<file path="config.mk">
export PLATFORM = sky130hd
export DESIGN_NAME = io_pad_ctrl_flat
export DESIGN_NICKNAME = d
export VERILOG_FILES = /design/src/rtl/io_pad_ctrl_pkg.sv /design/src/rtl/io_pad_ctrl_if.sv /design/src/rtl/io_edge_sync.sv /design/src/rtl/io_pad_ctrl.sv /design/src/flat_wrapper.sv
export SDC_FILE = /design/constraint.sdc
export NUM_CORES = 1
export LEC_CHECK = 0
export CAP_MARGIN = 20
export CORE_MARGIN = 10
export CORE_UTILIZATION = 45
export CTS_BUF_LIST = sky130_fd_sc_hd__clkbuf_2 sky130_fd_sc_hd__clkbuf_4 sky130_fd_sc_hd__clkbuf_8
export DETAILED_ROUTE_END_ITERATION = 8
export GPL_TIMING_DRIVEN = 0
export PLACE_DENSITY_LB_ADDON = 0.2
export SYNTH_ARGS = -nofsm -noshare
export SYNTH_HDL_FRONTEND = slang
export SYNTH_SLANG_ARGS = --single-unit
</file>
<file path="constraint.sdc">
create_clock -name wb_clk_i -period 2.3 [get_ports wb_clk_i]
set_clock_uncertainty 0.05 [all_clocks]
set_input_delay 0.46 -clock wb_clk_i [delete_from_list [all_inputs] [get_ports wb_clk_i]]
set_output_delay 0.46 -clock wb_clk_i [all_outputs]
set_load 0.01 [all_outputs]
</file>
<file path="src/rtl/io_pad_ctrl_pkg.sv">
// ---------------------------------------------------------------------------
// io_pad_ctrl_pkg
// Shared constants and types for the Wishbone pad controller:
//   - byte offsets of the registers inside the 256-byte window
//   - ID register magic value
//   - register reset values (truncated to N_PADS at the point of use)
//   - Wishbone slave FSM state type
//   - byte-enable expansion helper
// ---------------------------------------------------------------------------
package io_pad_ctrl_pkg;

  localparam logic [7:0] OFF_MODE     = 8'h00;
  localparam logic [7:0] OFF_OUT      = 8'h04;
  localparam logic [7:0] OFF_OEB      = 8'h08;
  localparam logic [7:0] OFF_IN       = 8'h0C;
  localparam logic [7:0] OFF_RISE_EN  = 8'h10;
  localparam logic [7:0] OFF_FALL_EN  = 8'h14;
  localparam logic [7:0] OFF_IRQ_STAT = 8'h18;
  localparam logic [7:0] OFF_ID       = 8'h1C;

  localparam logic [15:0] ID_MAGIC = 16'h10C0;

  localparam logic [31:0] MODE_RST     = 32'h0000_0000;
  localparam logic [31:0] OUT_RST      = 32'h0000_0000;
  localparam logic [31:0] OEB_RST      = 32'hFFFF_FFFF;
  localparam logic [31:0] RISE_EN_RST  = 32'h0000_0000;
  localparam logic [31:0] FALL_EN_RST  = 32'h0000_0000;
  localparam logic [31:0] IRQ_STAT_RST = 32'h0000_0000;

  typedef enum logic {
    WB_IDLE = 1'b0,
    WB_ACK  = 1'b1
  } wb_state_e;

  // Expand the four Wishbone byte enables into a 32-bit bit mask.
  function automatic logic [31:0] byte_mask(input logic [3:0] sel);
    return {{8{sel[3]}}, {8{sel[2]}}, {8{sel[1]}}, {8{sel[0]}}};
  endfunction

endpackage

</file>
<file path="src/rtl/io_pad_ctrl_if.sv">
// ---------------------------------------------------------------------------
// io_pad_ctrl_if
// Wishbone classic slave bundle for the pad controller.
//   wbs_cyc_i/stb_i/we_i  : cycle, strobe, write enable (master -> slave)
//   wbs_sel_i[3:0]        : byte enables
//   wbs_adr_i[31:0]       : byte address
//   wbs_dat_i[31:0]       : write data
//   wbs_ack_o             : one-cycle transfer acknowledge (slave -> master)
//   wbs_dat_o[31:0]       : read data, valid while ack is high, else 0
// ---------------------------------------------------------------------------
interface io_pad_ctrl_if;
  logic        wbs_cyc_i;
  logic        wbs_stb_i;
  logic        wbs_we_i;
  logic [3:0]  wbs_sel_i;
  logic [31:0] wbs_adr_i;
  logic [31:0] wbs_dat_i;
  logic        wbs_ack_o;
  logic [31:0] wbs_dat_o;

  modport master (
    output wbs_cyc_i, wbs_stb_i, wbs_we_i, wbs_sel_i, wbs_adr_i, wbs_dat_i,
    input  wbs_ack_o, wbs_dat_o
  );

  modport slave (
    input  wbs_cyc_i, wbs_stb_i, wbs_we_i, wbs_sel_i, wbs_adr_i, wbs_dat_i,
    output wbs_ack_o, wbs_dat_o
  );
endinterface

</file>
<file path="src/rtl/io_edge_sync.sv">
// ---------------------------------------------------------------------------
// io_edge_sync
// One pad input: SYNC_STAGES-deep synchroniser, a previous-value flop on the
// last stage, and single-cycle rise/fall strobes derived from them.
//   clk, rst : clock, synchronous active-high reset
//   pad_i    : asynchronous pad input
//   sync_o   : synchronised pad value (last stage)
//   rise_o   : last stage went 0 -> 1
//   fall_o   : last stage went 1 -> 0
// ---------------------------------------------------------------------------
module io_edge_sync #(
  parameter int SYNC_STAGES = 2
) (
  input  logic clk,
  input  logic rst,
  input  logic pad_i,
  output logic sync_o,
  output logic rise_o,
  output logic fall_o
);

  logic [SYNC_STAGES-1:0] sync_q, sync_d;
  logic                   prev_q, prev_d;

  always_comb begin
    sync_d = {sync_q[SYNC_STAGES-2:0], pad_i};
    prev_d = sync_q[SYNC_STAGES-1];
  end

  // NOTE: non-blocking assignments keep every flop sampling pre-edge values,
  // so the chain shifts one stage per clock instead of collapsing.
  always_ff @(posedge clk) begin
    if (rst) begin
      sync_q <= '0;
      prev_q <= 1'b0;
    end else begin
      sync_q <= sync_d;
      prev_q <= prev_d;
    end
  end

  assign sync_o = sync_q[SYNC_STAGES-1];
  assign rise_o = sync_q[SYNC_STAGES-1] & ~prev_q;
  assign fall_o = ~sync_q[SYNC_STAGES-1] & prev_q;

endmodule

</file>
<file path="src/rtl/io_pad_ctrl.sv">
// ---------------------------------------------------------------------------
// io_pad_ctrl
// Wishbone-programmable controller for N_PADS GPIO pads. Each pad is either
// passed through from the core or driven from the OUT/OEB registers. Pad
// inputs are synchronised and rising/falling edges latch into IRQ_STAT (W1C).
//   wb_clk_i, wb_rst_i : clock, synchronous active-high reset
//   wb                 : Wishbone classic slave (io_pad_ctrl_if.slave)
//   pad_in             : from pads
//   pad_out, pad_oeb   : to pads (oeb 1 = output disabled)
//   core_out, core_oeb : drive requested by the core in passthrough mode
//   core_in            : pad_in forwarded to the core, unregistered
//   irq                : OR of all IRQ_STAT bits
// ---------------------------------------------------------------------------
module io_pad_ctrl
  import io_pad_ctrl_pkg::*;
#(
  parameter int          N_PADS      = 16,
  parameter logic [31:0] BASE_ADR    = 32'h3000_0000,
  parameter int          SYNC_STAGES = 2
) (
  input  logic              wb_clk_i,
  input  logic              wb_rst_i,
  io_pad_ctrl_if.slave      wb,
  input  logic [N_PADS-1:0] pad_in,
  output logic [N_PADS-1:0] pad_out,
  output logic [N_PADS-1:0] pad_oeb,
  input  logic [N_PADS-1:0] core_out,
  input  logic [N_PADS-1:0] core_oeb,
  output logic [N_PADS-1:0] core_in,
  output logic              irq
);

  typedef logic [N_PADS-1:0] pad_vec_t;

  wb_state_e   state_q, state_d;
  logic [31:0] dat_q, dat_d;

  pad_vec_t mode_q, mode_d;
  pad_vec_t out_q, out_d;
  pad_vec_t oeb_q, oeb_d;
  pad_vec_t rise_en_q, rise_en_d;
  pad_vec_t fall_en_q, fall_en_d;
  pad_vec_t irq_stat_q, irq_stat_d;

  pad_vec_t    in_sync, rise, fall, irq_set, w1c, wr_mask, wr_data;
  logic [31:0] sel_bytes, rdata;
  logic [7:0]  reg_off;
  logic        hit, access, wr_en;
  logic        unused_bits;

  function automatic pad_vec_t merge(input pad_vec_t old, input pad_vec_t d,
                                     input pad_vec_t m);
    return (old & ~m) | (d & m);
  endfunction

  // -------------------------------------------------------------------------
  // Address decode. Only one access per ACK pulse: while in WB_ACK a still
  // asserted strobe is ignored, which forces an idle cycle between acks.
  // -------------------------------------------------------------------------
  assign hit       = wb.wbs_cyc_i & wb.wbs_stb_i &
                     (wb.wbs_adr_i[31:8] == BASE_ADR[31:8]);
  assign access    = hit & (state_q == WB_IDLE);
  assign wr_en     = access & wb.wbs_we_i;
  assign reg_off   = {wb.wbs_adr_i[7:2], 2'b00};
  assign sel_bytes = byte_mask(wb.wbs_sel_i);
  assign wr_mask   = sel_bytes[N_PADS-1:0];
  assign wr_data   = wb.wbs_dat_i[N_PADS-1:0];

  // Byte lanes and bits beyond N_PADS carry no state.
  assign unused_bits = ^{wb.wbs_adr_i[1:0], wb.wbs_dat_i, sel_bytes};

  // -------------------------------------------------------------------------
  // Per-pad synchronisers and edge detectors.
  // -------------------------------------------------------------------------
  for (genvar i = 0; i < N_PADS; i++) begin : g_pad
    io_edge_sync #(.SYNC_STAGES(SYNC_STAGES)) u_sync (
      .clk    (wb_clk_i),
      .rst    (wb_rst_i),
      .pad_i  (pad_in[i]),
      .sync_o (in_sync[i]),
      .rise_o (rise[i]),
      .fall_o (fall[i])
    );
  end

  assign irq_set = (rise & rise_en_q) | (fall & fall_en_q);

  // -------------------------------------------------------------------------
  // Register file write path. IN, ID and unmapped offsets fall into default.
  // -------------------------------------------------------------------------
  always_comb begin
    mode_d    = mode_q;
    out_d     = out_q;
    oeb_d     = oeb_q;
    rise_en_d = rise_en_q;
    fall_en_d = fall_en_q;
    w1c       = '0;
    if (wr_en) begin
      case (reg_off)
        OFF_MODE:     mode_d    = merge(mode_q, wr_data, wr_mask);
        OFF_OUT:      out_d     = merge(out_q, wr_data, wr_mask);
        OFF_OEB:      oeb_d     = merge(oeb_q, wr_data, wr_mask);
        OFF_RISE_EN:  rise_en_d = merge(rise_en_q, wr_data, wr_mask);
        OFF_FALL_EN:  fall_en_d = merge(fall_en_q, wr_data, wr_mask);
        OFF_IRQ_STAT: w1c       = wr_data & wr_mask;
        default: ;
      endcase
    end
    // Clear first, then set, so a new edge in the same cycle survives.
    irq_stat_d = (irq_stat_q & ~w1c) | irq_set;
  end

  // -------------------------------------------------------------------------
  // Read mux, sampled into dat_q on the ack edge.
  // -------------------------------------------------------------------------
  always_comb begin
    rdata = '0;
    case (reg_off)
      OFF_MODE:     rdata[N_PADS-1:0] = mode_q;
      OFF_OUT:      rdata[N_PADS-1:0] = out_q;
      OFF_OEB:      rdata[N_PADS-1:0] = oeb_q;
      OFF_IN:       rdata[N_PADS-1:0] = in_sync;
      OFF_RISE_EN:  rdata[N_PADS-1:0] = rise_en_q;
      OFF_FALL_EN:  rdata[N_PADS-1:0] = fall_en_q;
      OFF_IRQ_STAT: rdata[N_PADS-1:0] = irq_stat_q;
      OFF_ID:       rdata             = {ID_MAGIC, 8'd0, 8'(N_PADS)};
      default: ;
    endcase
  end

  // -------------------------------------------------------------------------
  // Wishbone FSM: IDLE -> ACK on a selected strobe, ACK -> IDLE always.
  // -------------------------------------------------------------------------
  always_comb begin
    // NOTE: every variable gets a default before the case, so no path leaves
    // it unassigned and no latch is inferred.
    state_d = state_q;
    dat_d   = '0;
    case (state_q)
      WB_IDLE: begin
        if (hit) begin
          state_d = WB_ACK;
          if (!wb.wbs_we_i) dat_d = rdata;
        end
      end
      WB_ACK:  state_d = WB_IDLE;
      default: state_d = WB_IDLE;
    endcase
  end

  always_ff @(posedge wb_clk_i) begin
    if (wb_rst_i) begin
      state_q    <= WB_IDLE;
      dat_q      <= '0;
      mode_q     <= MODE_RST[N_PADS-1:0];
      out_q      <= OUT_RST[N_PADS-1:0];
      oeb_q      <= OEB_RST[N_PADS-1:0];
      rise_en_q  <= RISE_EN_RST[N_PADS-1:0];
      fall_en_q  <= FALL_EN_RST[N_PADS-1:0];
      irq_stat_q <= IRQ_STAT_RST[N_PADS-1:0];
    end else begin
      state_q    <= state_d;
      dat_q      <= dat_d;
      mode_q     <= mode_d;
      out_q      <= out_d;
      oeb_q      <= oeb_d;
      rise_en_q  <= rise_en_d;
      fall_en_q  <= fall_en_d;
      irq_stat_q <= irq_stat_d;
    end
  end

  assign wb.wbs_ack_o = (state_q == WB_ACK);
  assign wb.wbs_dat_o = dat_q;

  // -------------------------------------------------------------------------
  // Pad mux and core-side outputs.
  // -------------------------------------------------------------------------
  assign pad_out = (mode_q & out_q) | (~mode_q & core_out);
  assign pad_oeb = (mode_q & oeb_q) | (~mode_q & core_oeb);
  assign core_in = pad_in;
  assign irq     = |irq_stat_q;

endmodule

</file>
<file path="src/flat_wrapper.sv">
// flat-port wrapper written by rule: the top's interface ports become plain ports
module io_pad_ctrl_flat import io_pad_ctrl_pkg::*;
#(
  parameter int          N_PADS      = 16,
  parameter logic [31:0] BASE_ADR    = 32'h3000_0000,
  parameter int          SYNC_STAGES = 2
)
  (wb_clk_i, wb_rst_i, pad_in, pad_out, pad_oeb, core_out, core_oeb, core_in, irq, wb_wbs_cyc_i, wb_wbs_stb_i, wb_wbs_we_i, wb_wbs_sel_i, wb_wbs_adr_i, wb_wbs_dat_i, wb_wbs_ack_o, wb_wbs_dat_o);
  io_pad_ctrl_if wb_i ();
  input  logic wb_clk_i;
  input  logic wb_rst_i;
  input  logic [N_PADS-1:0] pad_in;
  output logic [N_PADS-1:0] pad_out;
  output logic [N_PADS-1:0] pad_oeb;
  input  logic [N_PADS-1:0] core_out;
  input  logic [N_PADS-1:0] core_oeb;
  output logic [N_PADS-1:0] core_in;
  output logic irq;
  input wire logic [$bits(wb_i.wbs_cyc_i)-1:0] wb_wbs_cyc_i;
  input wire logic [$bits(wb_i.wbs_stb_i)-1:0] wb_wbs_stb_i;
  input wire logic [$bits(wb_i.wbs_we_i)-1:0] wb_wbs_we_i;
  input wire logic [$bits(wb_i.wbs_sel_i)-1:0] wb_wbs_sel_i;
  input wire logic [$bits(wb_i.wbs_adr_i)-1:0] wb_wbs_adr_i;
  input wire logic [$bits(wb_i.wbs_dat_i)-1:0] wb_wbs_dat_i;
  output wire logic [$bits(wb_i.wbs_ack_o)-1:0] wb_wbs_ack_o;
  output wire logic [$bits(wb_i.wbs_dat_o)-1:0] wb_wbs_dat_o;
  assign wb_i.wbs_cyc_i = wb_wbs_cyc_i;
  assign wb_i.wbs_stb_i = wb_wbs_stb_i;
  assign wb_i.wbs_we_i = wb_wbs_we_i;
  assign wb_i.wbs_sel_i = wb_wbs_sel_i;
  assign wb_i.wbs_adr_i = wb_wbs_adr_i;
  assign wb_i.wbs_dat_i = wb_wbs_dat_i;
  assign wb_wbs_ack_o = wb_i.wbs_ack_o;
  assign wb_wbs_dat_o = wb_i.wbs_dat_o;
  io_pad_ctrl #(.N_PADS(N_PADS), .BASE_ADR(BASE_ADR), .SYNC_STAGES(SYNC_STAGES)) u_core (.wb_clk_i(wb_clk_i), .wb_rst_i(wb_rst_i), .wb(wb_i), .pad_in(pad_in), .pad_out(pad_out), .pad_oeb(pad_oeb), .core_out(core_out), .core_oeb(core_oeb), .core_in(core_in), .irq(irq));
endmodule
</file>
# --- After elaboration in Yosys (flattened, before gate mapping) ---
# Index checks and enable logic that the tools add are counted.
classes:
  n_eq_ne: 8
  muxes: 6
  bitwise_logic: 95
  n_reduce_logical: 8
op_table:
  columns: ["operator", "count"]
  rows:
  - ["$and 16x16->16", 13]
  - ["$or 16x16->16", 9]
  - ["$pmux 16 s8", 1]
  - ["$not 16->16", 3]
  - ["$and 1x1->1", 36]
  - ["$not 1->1", 34]
  - ["$mux 16", 2]
  - ["$eq 24x22->1 const B", 1]
  - ["$eq 6x3->1 const B", 4]
  - ["$reduce_or 16->1", 1]
  - ["$mux 13", 1]
  - ["$eq 6x2->1 const B", 2]
  - ["$reduce_and 2->1", 5]
  - ["$logic_not 8->1", 1]
  - ["$eq 6x1->1 const B", 1]
  - ["$reduce_or 4->1", 1]
  - ["$pmux 1 s2", 1]
  - ["$mux 1", 1]
totals:
  regBits: 177
  in_bits: 121
  output_inout_bits: 82
  elab_cells: 157

# --- Logic depth before layout (Yosys ltp) ---
# Gate-level depths: netlist (run 1).
logic_depth:
  word_depth: 8
  depth_mapped: 7
  mapped_depth_nobuf: 4

# --- Hierarchy ---
# A second synthesis (run 1) with hierarchy kept.
unflattened:
  hier_cells: 725
  area_unflattened_um2: 7257.0
modules_own_cells:
  columns: ["mod", "n_inst", "cells_each", "area_per_inst_um2", "seq_area_each_um2"]
  rows:
  - ["io_pad_ctrl", 1, 597, 5795.6, 2282.2]
  - ["io_edge_sync", 16, 8, 91.3, 60.1]

# --- Least setup slack after synthesis (run 1) ---
# No wires, ideal clock.
synth_timing:
  kind: "input port to flip-flop"
  startpoint: "input port wb_wbs_adr_i[18]"
  endpoint: "register (tool-made name)"
  setup_time_ps: 72
  arrival_ps: 2284
  required_time_ps: 2178
  slack_ps: -106
  stages: 5
  n_path_buf: 1
  cell_sequence: "or4_4 > or4_4 > buf_6 > nor3_4 > mux2i_1"
synth_rtl:
  columns: ["element", "line", "rtl"]
  rows:
  - ["from (decl)", "flat_wrapper.sv:23", "input wire logic [$bits(wb_i.wbs_adr_i)-1:0] wb_wbs_adr_i;"]

==> metrics.md, run 1 <==
| Metric | Value |
|---|---|
| DRC | `0` |
| Post-DP HPWL | `17500 µm` |
| Max-Cap Viols | `0` |
| DR vias/cell | `5.69` |
| Top-area cell type share of the netlist area | `43.9%` |
| Setup CP Type | `in -> reg` |
| Ranking of synthesized cells by area | `dfxtp_1 (44%), mux2i_1 (11%), nand2b_1 (6.9%), mux2_2 (5.8%), nor2b_1 (4.2%)` |
| Slowest stage cell on the critical path | `clkdlybuf4s50_1` |
| Root Buffer | `clkbuf_8` |
| CTS clk-pin slew, worst paths | `0.08 ns` |
| FF+latch count, synth | `162` |
| All-Layer GR Usage | `22.5%` |
| Post-Place Cells | `1112` |
| Slowest stage delay, CP | `0.50 ns` |
| Min cycle time layout | `2.29 ns` |
| I/O pin cnt | `203` |
| Layout Nets | `1054` |
| Inserted Diodes | `0` |
| Crit share post-route | `99.7%` |
| Total power | `5.55 mW` |
| Worst path arrival time | `2.59 ns` |
| Mapped Area | `7390 µm²` |
| Sequential cell area | `3250 µm²` |
| FMAX | `436 MHz` |
| Share of layout cells above drive strength 1 | `20.4%` |
| Worst VDD drop | `373 µV` |
| Final antenna-violating net count | `0` |
| Fin cells | `1161` |
| Pleak | `3.92 nW` |
| Buffers on Ports | `167` |
| Critical path required time | `2.60 ns` |
| Iter 0 DRT Violations | `961` |
| CP max FO | `8` |
| Final wirelength | `25700 µm` |
| Hold Fails Final Rpt | `0` |
| Initial Util | `46.2%` |
| Routed wire length per instance | `22.2 µm` |
| Final setup violation count | `0` |
| Seq/Total Area, Yosys | `43.9%` |
| Max-slew headroom at the worst pin | `42.9%` |
| Status | `completed` |
| CTS max path bufs | `2` |
| Element type at the critical path end | `flip-flop` |
| Total iterations of the first detailed-routing run | `7` |
| GR Overflow Total | `0` |
| Area delta synth->final | `38.7%` |
| Post-CTS Hold Buffers | `0` |
| Fin. max-slew vios | `0` |
| Die area | `22000 µm²` |
| Largest net degree at the start of global routing | `17` |
| Avg Cell Area, Syn | `10.3 µm²` |
| H-tree Lvls | `4` |
| Actual slew at the worst max-slew pin | `0.856 ns` |
| Vias in the first global route | `6605` |
| PD cells | `542 nW/µm²` |
| Die width | `148 µm` |
| Synthesis Warnings | `0` |
| Worst-Skew Late Latency | `0.48 ns` |
| Via count | `6606` |
| CORE AREA | `16000 µm²` |
| First-pass GRT wire length | `38200 µm` |
| CTS sink count | `162` |
| Area of the multi-input gates | `4020 µm²` |
| Sum of negative setup slack | `0 ns` |
| CTS tree | `built` |
| Largest area contributor in the netlist | `dfxtp_1` |
| Crit path launch type | `input port` |
| # rows | `46` |
| FILL cells | `1363` |
| Cell variety after synth | `40` |
| Initial antenna violation count | `0` |
| Gpl congestion | `0.890` |
| Critical-path cell list | `clkdlybuf4s50_1 -> nor4_1 -> nor3b_2 -> buf_2 -> nand3_4 -> mux2i_1` |
| Worst min path class | `reg -> reg` |
| Num CTS Buffers | `17` |
| Die H | `148 µm` |
| Mapped Cells | `716` |
layout by cell type, fill, tap and decap left out, types with 10 or more instances in the layout:
master / n
a22oi_1: 29
a31oi_1: 19
buf_4: 43
clkbuf_1: 20
clkbuf_2: 10
clkbuf_8: 23
clkdlybuf4s50_1: 158
conb_1: 13
dfxtp_1: 159
mux2_2: 38
mux2i_1: 81
mux4_2: 10
nand2_1: 11
nand2b_1: 81
nand3_1: 17
nand3b_1: 33
nor2_1: 35
nor2b_1: 49
o31ai_1: 16
synth_stat cells:
| cell type | instances |
|---|---|
| o2bb2ai_1 | 1 |
| a21oi_2 | 3 |
| or3_1 | 1 |
| a21oi_1 | 6 |
| nor3_1 | 1 |
| nor3b_1 | 1 |
| buf_6 | 2 |
| nand4_1 | 2 |
| or4b_2 | 1 |
| or4_1 | 3 |
| a22oi_1 | 29 |
| and2_1 | 2 |
| nor4bb_1 | 1 |
| nand3_1 | 17 |
| buf_2 | 3 |
| nor4_1 | 10 |
| mux4_2 | 10 |
| nor3_4 | 4 |
| nor2_1 | 36 |
| and4_1 | 1 |
| o221ai_1 | 1 |
| o31ai_1 | 16 |
| nor2b_1 | 50 |
| or4_4 | 3 |
| a31oi_1 | 22 |
| a41oi_1 | 1 |
| mux2i_1 | 81 |
| a22o_1 | 6 |
| nand3b_1 | 33 |
| conb_1 | 1 |
| dfxtp_1 | 162 |
| buf_1 | 1 |
| clkbuf_1 | 36 |
| nor4b_1 | 1 |
| nand2_1 | 11 |
| nor3_2 | 1 |
| nand3_2 | 6 |
| nand2b_1 | 81 |
| mux2_2 | 38 |
| buf_4 | 31 |
timing repair:
action / in CTS / in global routing
endpoints found under the setup margin: 108 / 91
cloned: 1 / 1
pin swaps: 10 / 5
gates resized for setup: 49 / 26
setup buffers: 14 / 5
cell type report:
type / count / share of cell area [%]
plain buffers: 70 / 4.27
flip-flops and latches: 162 / 31.7
repair buffers: 188 / 18.5
clock inverters: 5 / 0.488
multi-input cells: 494 / 39.2
clock buffers: 26 / 3.25
well taps: 216 / 2.64
routing by layer:
| layer | up-vias | wire length, µm | track usage [%] |
|---|---|---|---|
| li1 | 2964 | - | - |
| met1 | 3097 | 10500 | 27.8 |
| met2 | 468 | 11400 | 35.2 |
| met3 | 77 | 2930 | 7.52 |
| met4 | 0 | 882 | 9.42 |
| met5 | - | 0 | 0 |
stage by stage:
| step | util (%) | worst slack [ns] | area, µm² | hold WS [ns] |
|---|---|---|---|---|
| 5_1_grt | 64.1 | -0.0561 | 10300 | 0.393 |
| 2_1_floorplan | - | -0.0618 | 7480 | 0.364 |
| 4_1_cts | 63.3 | -0.0681 | 10100 | 0.388 |
| 3_5_place_dp | 58.9 | -1.07 | 9430 | 0.370 |
| 3_3_place_gp | 58.9 | -1.15 | 9420 | 0.367 |
| 6_report | 64.1 | 0.00698 | 10300 | 0.380 |
report_power, final:
| part | internal (mW) | switching, mW |
|---|---|---|
| clock network | 1.04 | 1.01 |
| registers | 2.84 | 0.0206 |
| logic | 0.369 | 0.287 |
| total | 4.24 | 1.32 |
final timing paths:
path	from	endpoint	slack, ns	cells past startpoint
min	u_core.g_pad[14].u_sync.sync_q[0]$_SDFF_PP0_	u_core.g_pad[14].u_sync.sync_q[1]$_SDFF_PP0_	0.38	1
min reg2reg	u_core.g_pad[14].u_sync.sync_q[0]$_SDFF_PP0_	u_core.g_pad[14].u_sync.sync_q[1]$_SDFF_PP0_	0.38	1
max reg2reg	u_core.wb.wbs_ack_o$_SDFF_PP0_	u_core.irq_stat_q[9]$_SDFF_PP0_	0.28	6
max	wb_wbs_adr_i[5]	flip-flop	0.007	6
critical path: cells and delay by family:
kind,cells,cell delay (ns)
buffers and inverters,2,0.80
muxes,1,0.20
and+or+nand+nor,3,1.12
cell families after synthesis:
kind of cell / count (synthesis) / share of synthesized area, %
buffers and inverters: 73 / 5.53
DFF: 162 / 43.9
and+or+nand+nor: 266 / 22.5
other: 1 / 0.0507
AOI/OAI and AO/OA: 85 / 8.26
muxes: 129 / 19.8
Power figures use the tool's default switching activity.
==> run 2: changes to the inputs <==
--- a/config.mk
+++ b/config.mk
@@ -7,7 +7,7 @@
 export LEC_CHECK = 0
 export CAP_MARGIN = 20
 export CORE_MARGIN = 10
-export CORE_UTILIZATION = 45
+export CORE_UTILIZATION = 50
 export CTS_BUF_LIST = sky130_fd_sc_hd__clkbuf_2 sky130_fd_sc_hd__clkbuf_4 sky130_fd_sc_hd__clkbuf_8
 export DETAILED_ROUTE_END_ITERATION = 8
 export GPL_TIMING_DRIVEN = 0
==> constraint.sdc (replaced) <==
create_clock -name wb_clk_i -period 2.2 [get_ports wb_clk_i]
set_clock_uncertainty 0.05 [all_clocks]
set_input_delay 0.44 -clock wb_clk_i [delete_from_list [all_inputs] [get_ports wb_clk_i]]
set_output_delay 0.44 -clock wb_clk_i [all_outputs]
set_load 0.01 [all_outputs]
==> run 2 against run 1 <==
  * Sequential power up 4%
  * Highest routed layer unchanged
  * Worst setup slack better by 0.020 ns
  * Largest cell class unchanged
  * Routed wire length is 5.8% higher
  * Via count is 1.9% higher
  * Non-clock buffer count is 3 lower
  * Critical path depth is the same
  * Total power increased by 9.4%
  * Register-to-register slack improved by 0.07 ns
  * Final area up 0.89%
==> metrics.md, run 2 (same netlist as run 1, synthesis figures left out) <==
| Metric | Value |
|---|---|
| Post-CTS Hold Buffers | `0 (unchanged)` |
| CORE AREA | `14500 µm² (was 16000 µm²)` |
| Slowest stage cell on the critical path | `or4_4 (was clkdlybuf4s50_1)` |
| CTS max path bufs | `2 (unchanged)` |
| I/O pin cnt | `203 (unchanged)` |
| Worst min path class | `reg -> reg (unchanged)` |
| Element type at the critical path end | `flip-flop (unchanged)` |
| DR vias/cell | `5.98 (was 5.69)` |
| Area delta synth->final | `39.9% (was 38.7%)` |
| CTS sink count | `162 (unchanged)` |
| Status | `completed (unchanged)` |
| Iter 0 DRT Violations | `809 (was 961)` |
| Buffers on Ports | `167 (unchanged)` |
| Worst path arrival time | `2.52 ns (was 2.59 ns)` |
| Met1 usage | `33.3% (was 27.8%)` |
| Num CTS Buffers | `17 (unchanged)` |
| Total iterations of the first detailed-routing run | `5 (was 7)` |
| Actual slew at the worst max-slew pin | `0.791 ns (was 0.856 ns)` |
| DRC | `0 (unchanged)` |
| Busiest grt layer | `met2 (unchanged)` |
| Worst-Skew Late Latency | `0.47 ns (was 0.48 ns)` |
| Crit path launch type | `input port (unchanged)` |
| Crit share post-route | `98.8%` |
| Worst setup margin | `0.0267 ns (was 0.00698 ns)` |
| Slowest stage delay, CP | `0.56 ns (was 0.50 ns)` |
| Share of layout cells above drive strength 1 | `22.1% (was 20.4%)` |
| Final wirelength | `27200 µm (was 25700 µm)` |
| Layout Nets | `1050 (was 1054)` |
| Routed wire length per instance | `24.2 µm (was 22.2 µm)` |
| Hold Fails Final Rpt | `0 (unchanged)` |
| Die H | `142 µm (was 148 µm)` |
| Max-slew headroom at the worst pin | `47.3% (was 42.9%)` |
| Internal power | `4.61 mW (was 4.24 mW)` |
| CTS tree | `built (unchanged)` |
| Final antenna-violating net count | `0 (unchanged)` |
| Most frequent cells in the layout | `clkdlybuf4s50_1 (154), dfxtp_1 (146), nand2b_1 (81), mux2i_1 (81), nor2b_1 (49) (was dfxtp_1 (159), clkdlybuf4s50_1 (158), nand2b_1 (81), mux2i_1 (81), nor2b_1 (49))` |
| Total power | `6.08 mW (was 5.55 mW)` |
| Final setup violation count | `0 (unchanged)` |
| Comb pwr share | `11.5% (was 11.8%)` |
| Critical-path cell list | `dlygate4sd2_1 -> or4_4 -> or4_4 -> or3_4 -> buf_12 -> a21oi_4 (was clkdlybuf4s50_1 -> nor4_1 -> nor3b_2 -> buf_2 -> nand3_4 -> mux2i_1)` |
| Inserted Diodes | `0 (unchanged)` |
| Seq pwr share | `49.1% (was 51.4%)` |
| All-Layer GR Usage | `26.3% (was 22.5%)` |
| H-tree Lvls | `4 (unchanged)` |
| Die width | `142 µm (was 148 µm)` |
| Min cycle time layout | `2.17 ns` |
| Root Buffer | `clkbuf_8 (unchanged)` |
| Vias in the first global route | `6855 (was 6605)` |
| Met2 usage | `41.4% (was 35.2%)` |
| Switching part of the total | `24.1% (was 23.7%)` |
| GR Overflow Total | `0 (unchanged)` |
| GRT met3 Usage | `7.08% (was 7.52%)` |
| Clk pwr share | `39.3% (was 36.8%)` |
| FMAX | `460 MHz` |
| Final core utilization | `71.2% (was 64.1%)` |
| CTS clk-pin slew, worst paths | `0.08 ns (about the same)` |
| # rows | `44 (was 46)` |
| Worst VDD drop | `503 µV (was 373 µV)` |
| Setup CP Type | `in -> reg (unchanged)` |
| Max-Cap Viols | `0 (unchanged)` |
| Pleak | `3.97 nW (was 3.92 nW)` |
| Gpl congestion | `0.934 (was 0.890)` |
| Die area | `20100 µm² (was 22000 µm²)` |
| P_sw | `1.46 mW (was 1.32 mW)` |
| Initial antenna violation count | `0 (unchanged)` |
| Most used cell, CP | `or4_4` |
| Pre-CTS WS | `-1.20 ns (was -1.07 ns)` |
| Largest net degree at the start of global routing | `17 (unchanged)` |
| PD cells | `587 nW/µm² (was 542 nW/µm²)` |
| Critical path required time | `2.54 ns (was 2.60 ns)` |
| Commonest non-fill, non-tap cell in the layout | `clkdlybuf4s50_1 (was dfxtp_1)` |
| Fin. max-slew vios | `0 (unchanged)` |
| CP max FO | `5 (was 8)` |
| First-pass GRT wire length | `40700 µm (was 38200 µm)` |
| Via count | `6732 (was 6606)` |
| Initial Util | `50.9% (was 46.2%)` |
| Post-DP HPWL | `18600 µm (was 17500 µm)` |
run 2: cell types whose count changed in the layout (fill, tap and decap cells not counted), moves of 4 or more:
cell,previous run,this run
clkdlybuf4s50_1,158,154
clkinv_4,0,4
dfxtp_1,159,146
dfxtp_2,3,15
run 2: worst max-delay path: cells and delay by family:
family          cells  cell delay, ns
simple gates        3            1.53
buf+inv             2            0.41
compound gates      1            0.12
run 2: path summary, 6_finish.rpt:
| path | start | end | slack, ns | cells after the start |
|---|---|---|---|---|
| max reg2reg | u_core.wb.wbs_ack_o$_SDFF_PP0_ | u_core.irq_stat_q[8]$_SDFF_PP0_ | 0.35 | 6 |
| min | u_core.g_pad[15].u_sync.sync_q[0]$_SDFF_PP0_ | u_core.g_pad[15].u_sync.sync_q[1]$_SDFF_PP0_ | 0.39 | 1 |
| max | wb_wbs_adr_i[24] | u_core.wb.wbs_dat_o[8]$_SDFF_PP0_ | 0.03 | 6 |
| min reg2reg | u_core.g_pad[15].u_sync.sync_q[0]$_SDFF_PP0_ | u_core.g_pad[15].u_sync.sync_q[1]$_SDFF_PP0_ | 0.39 | 1 |
run 2: power groups by stage:
stage          clock, mW  combinational (mW)  sequential, mW
6_report            2.39               0.701            2.98
5_1_grt             2.51               0.742            2.99
4_1_cts             2.39               0.690            2.98
3_5_place_dp           0               0.676            3.05
3_3_place_gp           0               0.667            3.05
2_1_floorplan          0               0.285            3.04
run 2: layout make-up:
cell class                 instances  area (µm²)
fill                            1089        4190
multi-input combinational        493        4060
sequential                       162        3270
timing repair buffer             187        1910
buffer                            68         445
clock buffer                      18         248
tap                              184         230
clock inverter                    14         188
run 2: what timing repair did:
action,4_1_cts,5_1_grt
gates resized for setup,83,27
endpoints found under the hold margin,0,0
cloned,1,0
endpoints found under the setup margin,132,106
buffers inserted,13,5
pin swaps,11,6
run 2: per-layer routing:
layer,vias up,routed length (µm)
met4,0,945
met2,452,12400
met3,90,2870
met1,3233,11000
li1,2957,-
met5,-,0
run 2: per-stage QoR:
stage	hold slack [ns]	TNS, ns	cells	instance area [µm²]
floorplan	0.364	-7.33	728	7480
global placement	0.368	-104.92	1079	9380
detailed placement	0.372	-100.54	1080	9390
CTS	0.392	0	1121	10200
global route	0.410	-0.150	1126	10300
finish	0.390	0	1126	10300
